[config.mk]
export PLATFORM = sky130hd
export DESIGN_NAME = rsa_exp_bit_stream
export DESIGN_NICKNAME = d
export VERILOG_FILES = /design/src/rtl/rsa_pkg.sv /design/src/rtl/rsa_word_sel.sv /design/src/rtl/rsa_exp_bit_stream.sv
export SDC_FILE = /design/constraint.sdc
export NUM_CORES = 1
export LEC_CHECK = 0
export CAP_MARGIN = 10
export CORE_AREA = 5 5 408 410
export DETAILED_ROUTE_END_ITERATION = 16
export DIE_AREA = 0 0 413 415
export PLACE_DENSITY = 0.34
export REMOVE_ABC_BUFFERS = 1
export SLEW_MARGIN = 5
export SYNTH_ARGS = -nofsm -noshare
export SYNTH_HDL_FRONTEND = slang
export SYNTH_SLANG_ARGS = --single-unit
export TNS_END_PERCENT = 20
[constraint.sdc]
create_clock -name iClk -period 8.71 [get_ports iClk]
set_input_delay 2.613 -clock iClk [delete_from_list [all_inputs] [get_ports iClk]]
set_output_delay 2.613 -clock iClk [all_outputs]
set_load 0.01 [all_outputs]
[src/rtl/rsa_pkg.sv]
// Shared RSA datapath constants and the exponent bit-stream FSM encoding.
package rsa_pkg;

   localparam int RSA_WIDTH    = 1024;
   localparam int RSA_WORD_W   = 32;
   localparam int RSA_NUMBIT_W = 11;
   localparam int RSA_IDX_W    = 10;
   localparam int RSA_WSEL_W   = 5;

   typedef enum logic [1:0] {
      ST_IDLE,
      ST_FETCH,
      ST_SHIFT,
      ST_FIN
   } bs_state_e;

endpackage

[src/rtl/rsa_word_sel.sv]
// Combinational 32:1 word mux over the 1024-bit exponent; word k is e_i[32k+31:32k].
module rsa_word_sel
   import rsa_pkg::*;
(
   input  logic [RSA_WIDTH-1:0]  e_i,
   input  logic [RSA_WSEL_W-1:0] sel_i,
   output logic [RSA_WORD_W-1:0] word_o
);

   assign word_o = e_i[{sel_i, 5'd0} +: RSA_WORD_W];

endmodule

[src/rtl/rsa_exp_bit_stream.sv]
// Streams exponent bits MSB-first from bit N-1 down to 0, one per handshake,
// refilling a 32-bit shift register one word at a time.
module rsa_exp_bit_stream
   import rsa_pkg::*;
(
   input  logic                    iClk,
   input  logic                    iRst,
   input  logic                    iStart,
   input  logic [RSA_WIDTH-1:0]    iE,
   input  logic [RSA_NUMBIT_W-1:0] iNumBit,
   output logic                    oBit,
   output logic                    oBitValid,
   input  logic                    iBitReady,
   output logic                    oLast,
   output logic                    oBusy,
   output logic                    oDone
);

   bs_state_e             state_q, state_d;
   logic [RSA_IDX_W-1:0]  idx_q, idx_d;
   logic [RSA_WORD_W-1:0] wreg_q, wreg_d;

   logic [RSA_NUMBIT_W-1:0] num_clamped;
   logic [RSA_IDX_W-1:0]    idx_init;
   logic [RSA_WORD_W-1:0]   fetch_word;

   assign num_clamped = (iNumBit > 11'd1024) ? 11'd1024 : iNumBit;
   // N=1024 has low bits 0, so the 10-bit subtraction wraps to 1023 as required.
   assign idx_init    = num_clamped[RSA_IDX_W-1:0] - 10'd1;

   rsa_word_sel u_word_sel (
      .e_i    (iE),
      .sel_i  (idx_q[9:5]),
      .word_o (fetch_word)
   );

   always_comb begin
      state_d = state_q;
      idx_d   = idx_q;
      wreg_d  = wreg_q;
      case (state_q)
         ST_IDLE: begin
            if (iStart) begin
               if (num_clamped == '0) begin
                  state_d = ST_FIN;
               end else begin
                  idx_d   = idx_init;
                  state_d = ST_FETCH;
               end
            end
         end
         ST_FETCH: begin
            // Left-align so exponent bit idx sits at wreg[31].
            wreg_d  = fetch_word << (5'd31 - idx_q[4:0]);
            state_d = ST_SHIFT;
         end
         ST_SHIFT: begin
            if (iBitReady) begin
               if (idx_q == '0) begin
                  state_d = ST_FIN;
               end else if (idx_q[4:0] == 5'd0) begin
                  idx_d   = idx_q - 10'd1;
                  state_d = ST_FETCH;
               end else begin
                  wreg_d  = wreg_q << 1;
                  idx_d   = idx_q - 10'd1;
               end
            end
         end
         ST_FIN: begin
            state_d = ST_IDLE;
         end
         default: begin
            state_d = ST_IDLE;
         end
      endcase
   end

   always_ff @(posedge iClk) begin
      if (iRst) begin
         state_q <= ST_IDLE;
         idx_q   <= '0;
         wreg_q  <= '0;
      end else begin
         state_q <= state_d;
         idx_q   <= idx_d;
         wreg_q  <= wreg_d;
      end
   end

   assign oBitValid = (state_q == ST_SHIFT);
   assign oBit      = oBitValid & wreg_q[RSA_WORD_W-1];
   assign oLast     = oBitValid & (idx_q == '0);
   assign oBusy     = (state_q != ST_IDLE);
   assign oDone     = (state_q == ST_FIN);

endmodule
=== After elaboration in Yosys (flattened, before gate mapping) ===
Cells that the tools add are included.

* Input port bits: 1,039
* Register bits: 44
* Output and inout bits: 5
* Logic and storage cells: 46

* Add/sub/neg operators: 3
* Shift-type cells: 2
* Reductions and logical operators: 10
* Eq/ne operators: 9
* Mux-type cells: 16
* $lt $le $gt $ge: 1
* Bitwise operators: 2

{| class="wikitable"
|+ Operators with widths
! operator !! count
|-
| 1024-bit by 11-bit indexed part select with 32-bit output || 1
|-
| 32-bit two-way mux || 3
|-
| 32-bit case mux with 2 select lines || 1
|-
| 10-bit two-way mux || 4
|-
| 32-bit by 5-bit left shift with 32-bit output || 1
|-
| 10-bit case mux with 2 select lines || 1
|-
| 10-bit by 1-bit subtractor with 10-bit output, second input constant || 2
|-
| 11-bit > comparator, second input constant || 1
|-
| 11-bit logical NOT || 1
|-
| 11-bit two-way mux || 1
|-
| 10-bit logical NOT || 1
|-
| 2-bit two-way mux || 5
|-
| 2-bit inequality test, second input constant || 4
|-
| 2-bit case mux with 4 select lines || 1
|-
| 2-bit nonzero test || 3
|-
| 5-bit logical NOT || 1
|-
| 5-bit AND reduction || 1
|-
| 5-bit subtractor, first input constant || 1
|-
| 2-bit equality test, second input constant || 2
|-
| 4-bit AND reduction || 1
|-
| 3-bit by 1-bit inequality test with 1-bit output, second input constant || 1
|-
| 3-bit AND reduction || 1
|-
| 1-bit bitwise AND || 2
|-
| 2-bit by 1-bit equality test with 1-bit output, second input constant || 1
|-
| 2 further kinds || 2
|}

=== Depth between registers and ports, before layout ===
* Depth after elaboration: 6
* Depth in mapped cells: 16

=== Hierarchy ===
A second synthesis with hierarchy kept.

* Cells, all modules: 1,602
* Area, all modules: 12,983.7 um^2

{| class="wikitable"
|+ By module, submodules not included
! module !! cells each !! area each (um^2) !! instances
|-
| rsa_word_sel || 1,158 || 8,887.3 || 1
|-
| rsa_exp_bit_stream || 444 || 4,096.4 || 1
|}

=== Least setup slack after synthesis ===
Ideal clock, no wire load.

* Kind: input to register
* Start point: in iE[689]
* End point: reg wreg_q[23]
* Cell stages on the path: 8
* Arrival: 4.764 ns
* Slack: 3.812 ns
* Setup time: 0.134 ns
* Cell sequence: mux4_1 mux2_2 mux4_2 o211a_1 mux4_2 nor2_2 a211o_1 a211oi_1

* Cells in the longest elaborated chain, start to end: 3

{| class="wikitable"
|+ Ends and longest elaborated chain
! item !! line !! text
|-
| start, declared || rsa_exp_bit_stream.sv:9 || <nowiki>input logic [RSA_WIDTH-1:0] iE,</nowiki>
|-
| 1024-bit by 11-bit indexed part select with 32-bit output || rsa_word_sel.sv:10 || <nowiki>assign word_o = e_i[{sel_i, 5'd0} +: RSA_WORD_W];</nowiki>
|-
| 32-bit by 5-bit left shift with 32-bit output || rsa_exp_bit_stream.sv:54 || <nowiki>wreg_d = fetch_word << (5'd31 - idx_q[4:0]);</nowiki>
|-
| 32-bit case mux with 2 select lines || rsa_exp_bit_stream.sv:41 || <nowiki>case (state_q)</nowiki>
|-
| end signal, assigned || rsa_exp_bit_stream.sv:87 || <nowiki>wreg_q <= wreg_d;</nowiki>
|-
| end, declared || rsa_exp_bit_stream.sv:21 || <nowiki>logic [RSA_WORD_W-1:0] wreg_q, wreg_d;</nowiki>
|}

Every way passes these cells.
A chain may end at the register's enable or synchronous reset.

=== Worst setup path in the final report ===
* Start point: reg state_q[0]
* End point: out oBit

* Cells in the longest elaborated chain, start to end: 2

{| class="wikitable"
|+ Ends and longest elaborated chain
! item !! line !! text
|-
| start, declared || rsa_exp_bit_stream.sv:19 || <nowiki>bs_state_e state_q, state_d;</nowiki>
|-
| start signal, assigned || rsa_exp_bit_stream.sv:85 || <nowiki>state_q <= state_d;</nowiki>
|-
| 2-bit equality test || rsa_exp_bit_stream.sv:91 || <nowiki>assign oBitValid = (state_q == ST_SHIFT);</nowiki>
|-
| 1-bit bitwise AND || rsa_exp_bit_stream.sv:92 || <nowiki>assign oBit = oBitValid & wreg_q[RSA_WORD_W-1];</nowiki>
|-
| end, declared || rsa_exp_bit_stream.sv:11 || <nowiki>output logic oBit,</nowiki>
|}

Every way passes these cells.

==> flow_metrics.py <==
metrics = {
    "drt": {
        "drt_iter0_drc": 1124,
        "drcViolationCount": 0,
        "via_count": 16400,
        "viasPerCell": 3.73,
        "drt-total-wl_um": 135000,
        "dr.pass1.iters": 5,
        "antenna_left": 0,
        "avgRoutedWirePerCell_um": 30.7,
    },
    "yosys": {
        "avgSynthCellArea_um2": 10.1,
        "synth_common_cells": "mux4_2, mux2i_1, nor2_1",
        "ys_ff_latch": 44,
        "syn-instance-count": 1269,
        "ys_top_cells_by_area": "mux4_2, mux2i_1, dfxtp_1",
        "syn-cell-area_um2": 12900,
        "synth-main-ff-cell": "dfxtp_1",
        "seq_area_frac_synth_pct": 6.85,
        "async_flop_share_pct": 0,
        "yosysTopAreaCell": "mux4_2",
        "ys_types": 70,
        "synth.most_common_cell": "mux4_2",
        "ys_warn_count": 0,
        "synth_edf_count": 0,
        "netlist.area_leader.share_pct": 41.4,
    },
    "status": {
        "status": "completed",
    },
    "clocking": {
        "clk_latency_ns": 0.31,
        "cts_buffers": 5,
        "cts_hold_buf": 0,
        "post_cts_buffers": 0,
        "ctsResizeCount": 0,
        "clkSlewWorstSetupHoldPaths_ns": 0.07,
        "cts_max_level": 2,
        "cts_sinks": 44,
        "clk_path_buf_depth": 2,
        "cts_tree": "done",
        "cts_root_buf": "clkbuf_16",
    },
    "power_and_ir_drop": {
        "power_mw": 2.75,
        "vdd_drop_max_v": 0.0000673,
        "powerDensity_nw_per_um2": 107,
        "leakage_nw": 8.06,
    },
    "global_route": {
        "grt_pass1_wl_um": 174000,
        "track_usage_pct": 15.1,
        "antenna_found_initial": 82,
        "grt_pass1_vias": 17700,
        "grt_max_degree": 91,
        "overflow": 0,
    },
    "die": {
        "start_util_pct": 7.93,
        "io_pins": 1044,
        "core_um2": 162000,
        "die_height_um": 415,
        "die_area_um2": 171000,
        "rows": 148,
        "die_x_um": 413,
    },
    "cells_and_area": {
        "nFillCells": 18200,
        "fin_util_pct": 15.9,
        "fin_cells": 4405,
        "nNetsFinal": 3260,
        "drive_gt1_share_pct": 15.4,
        "area_delta_synth_final_pct": 100,
        "final_area_um2": 25700,
    },
    "timing": {
        "final_hold_viol_count": 0,
        "holdWs_ns": 0.467,
        "setup_viol": 0,
        "maxSlewHeadroom_pct": 32.1,
        "rsz0062_at_grt": "no",
        "layout_min_cycle_time_ns": 6.01,
        "finalClockSkew_ns": 0.00907,
        "worst_slew_pin_slew_ns": 1.01,
        "post-route-period-util_pct": 69.0,
        "drv_slew": 0,
        "max_freq_mhz": 166,
    },
    "critical_path": {
        "critPathMaxFanout": 33,
        "critical_path_arrival_ns": 3.40,
        "worstPathRequired_ns": 6.10,
        "rrSetupSlack_ns": 3.95,
        "r2r-start": "idx_q[7]",
        "worstReg2RegEnd": "wreg_q[30]",
        "reg2reg_depth": 10,
        "startpoint_type": "register",
        "critPathKind": "reg -> out",
        "setup.worst_path.end": "oBit",
        "cp-startpoint": "state_q[0]",
        "crit_path_end_kind": "output pin",
    },
    "placement": {
        "dpl.cell_count": 4388,
        "place_area_um2": 25500,
        "place_hpwl_um": 119000,
        "gp_congestion": 0.885,
        "io_buffers": 1043,
    },
    "run": {
        "cap_viol_max_count": 0,
    },
    "min_path": {
        "hold_class": "reg -> reg",
    },
}
layout by cell type (no fill, tap or decap), drive strengths merged, types with 9 or more instances in the layout:
| master | netlist | final |
|---|---|---|
| a211oi | 19 | 19 |
| a21oi | 67 | 67 |
| a221oi | 22 | 22 |
| a22o | 14 | 14 |
| a22oi | 49 | 49 |
| a31oi | 13 | 13 |
| and2 | 14 | 14 |
| and3 | 9 | 9 |
| buf | 87 | 37 |
| clkdlybuf4s50 | 0 | 1043 |
| dfxtp | 44 | 44 |
| diode | 0 | 9 |
| mux2 | 34 | 34 |
| mux2i | 118 | 118 |
| mux4 | 243 | 243 |
| nand2 | 90 | 90 |
| nand2b | 19 | 19 |
| nand3 | 24 | 24 |
| nor2 | 107 | 107 |
| nor2b | 9 | 9 |
| nor3 | 31 | 31 |
| o21ai | 51 | 51 |
| o21bai | 10 | 10 |
| o22ai | 24 | 24 |
| o32ai | 10 | 10 |
layout make-up:
type	instances	area, µm²	share of cell area, %
Multi-Input combinational cell	1079	11100	43.1
Timing Repair Buffer	1080	10800	41.9
Tap cell	2175	2720	10.6
Sequential cell	44	898	3.49
Clock buffer	7	164	0.637
Inverter	10	40.0	0.156
Antenna cell	9	22.5	0.0876
Clock inverter	1	8.76	0.0341
where the power goes:
part	switching (mW)	internal (mW)	leakage (nW)	total (mW)
clock network	0.102	0.133	0.0853	0.235
logic	1.16	1.08	7.62	2.23
registers	0.0495	0.227	0.364	0.276
registers in the layout, indices dropped and copies added, names as in the netlist:
signal,cells
wreg_q,32
idx_q,10
state_q,2
critical path: stages, from the launching register on:
cell             delay, ns
dfxtp_1               0.58
nand2b_1              0.45
clkinv_1              0.71
buf_4                 0.51
and2_1                0.21
clkdlybuf4s50_1       0.62
per-layer routing:
layer	wire, µm	vias up	track usage [%]	share of wire (%)
met5	264	-	0	0.19
met3	8690	105	3.19	6.4
met4	796	42	0.460	0.59
met2	68800	747	27.2	51
met1	56900	8329	19.3	42
li1	-	7224	-	-
kinds of logic after synthesis:
group	count (synthesis)	synth area share, %
buf+inv	146	7.05
compound gates	347	18.8
fa+ha+maj	1	0.0973
simple gates	330	11.8
mux	395	55.0
xor+xnor	6	0.409
flops	44	6.85
through the flow:
step	setup TNS, ns	setup WS [ns]
5_1_grt	0	2.47
4_1_cts	0	2.68
2_1_floorplan	-64.08	-2.69
3_5_place_dp	0	2.39
3_3_place_gp	0	2.42
6_report	0	2.70
worst min-delay path by stage:
stage | startpoint | endpoint | slack [ns] | depth (start not counted)
2_1_floorplan | wreg_q[0] | wreg_q[0] | 0.43 | 2
3_3_place_gp | wreg_q[0] | wreg_q[0] | 0.44 | 2
3_5_place_dp | wreg_q[0] | wreg_q[0] | 0.46 | 2
4_1_cts | wreg_q[0] | wreg_q[0] | 0.47 | 2
5_1_grt | wreg_q[0] | wreg_q[0] | 0.49 | 2
6_report | wreg_q[0] | wreg_q[0] | 0.47 | 2
Note: power is estimated with default switching activity, not from simulation.
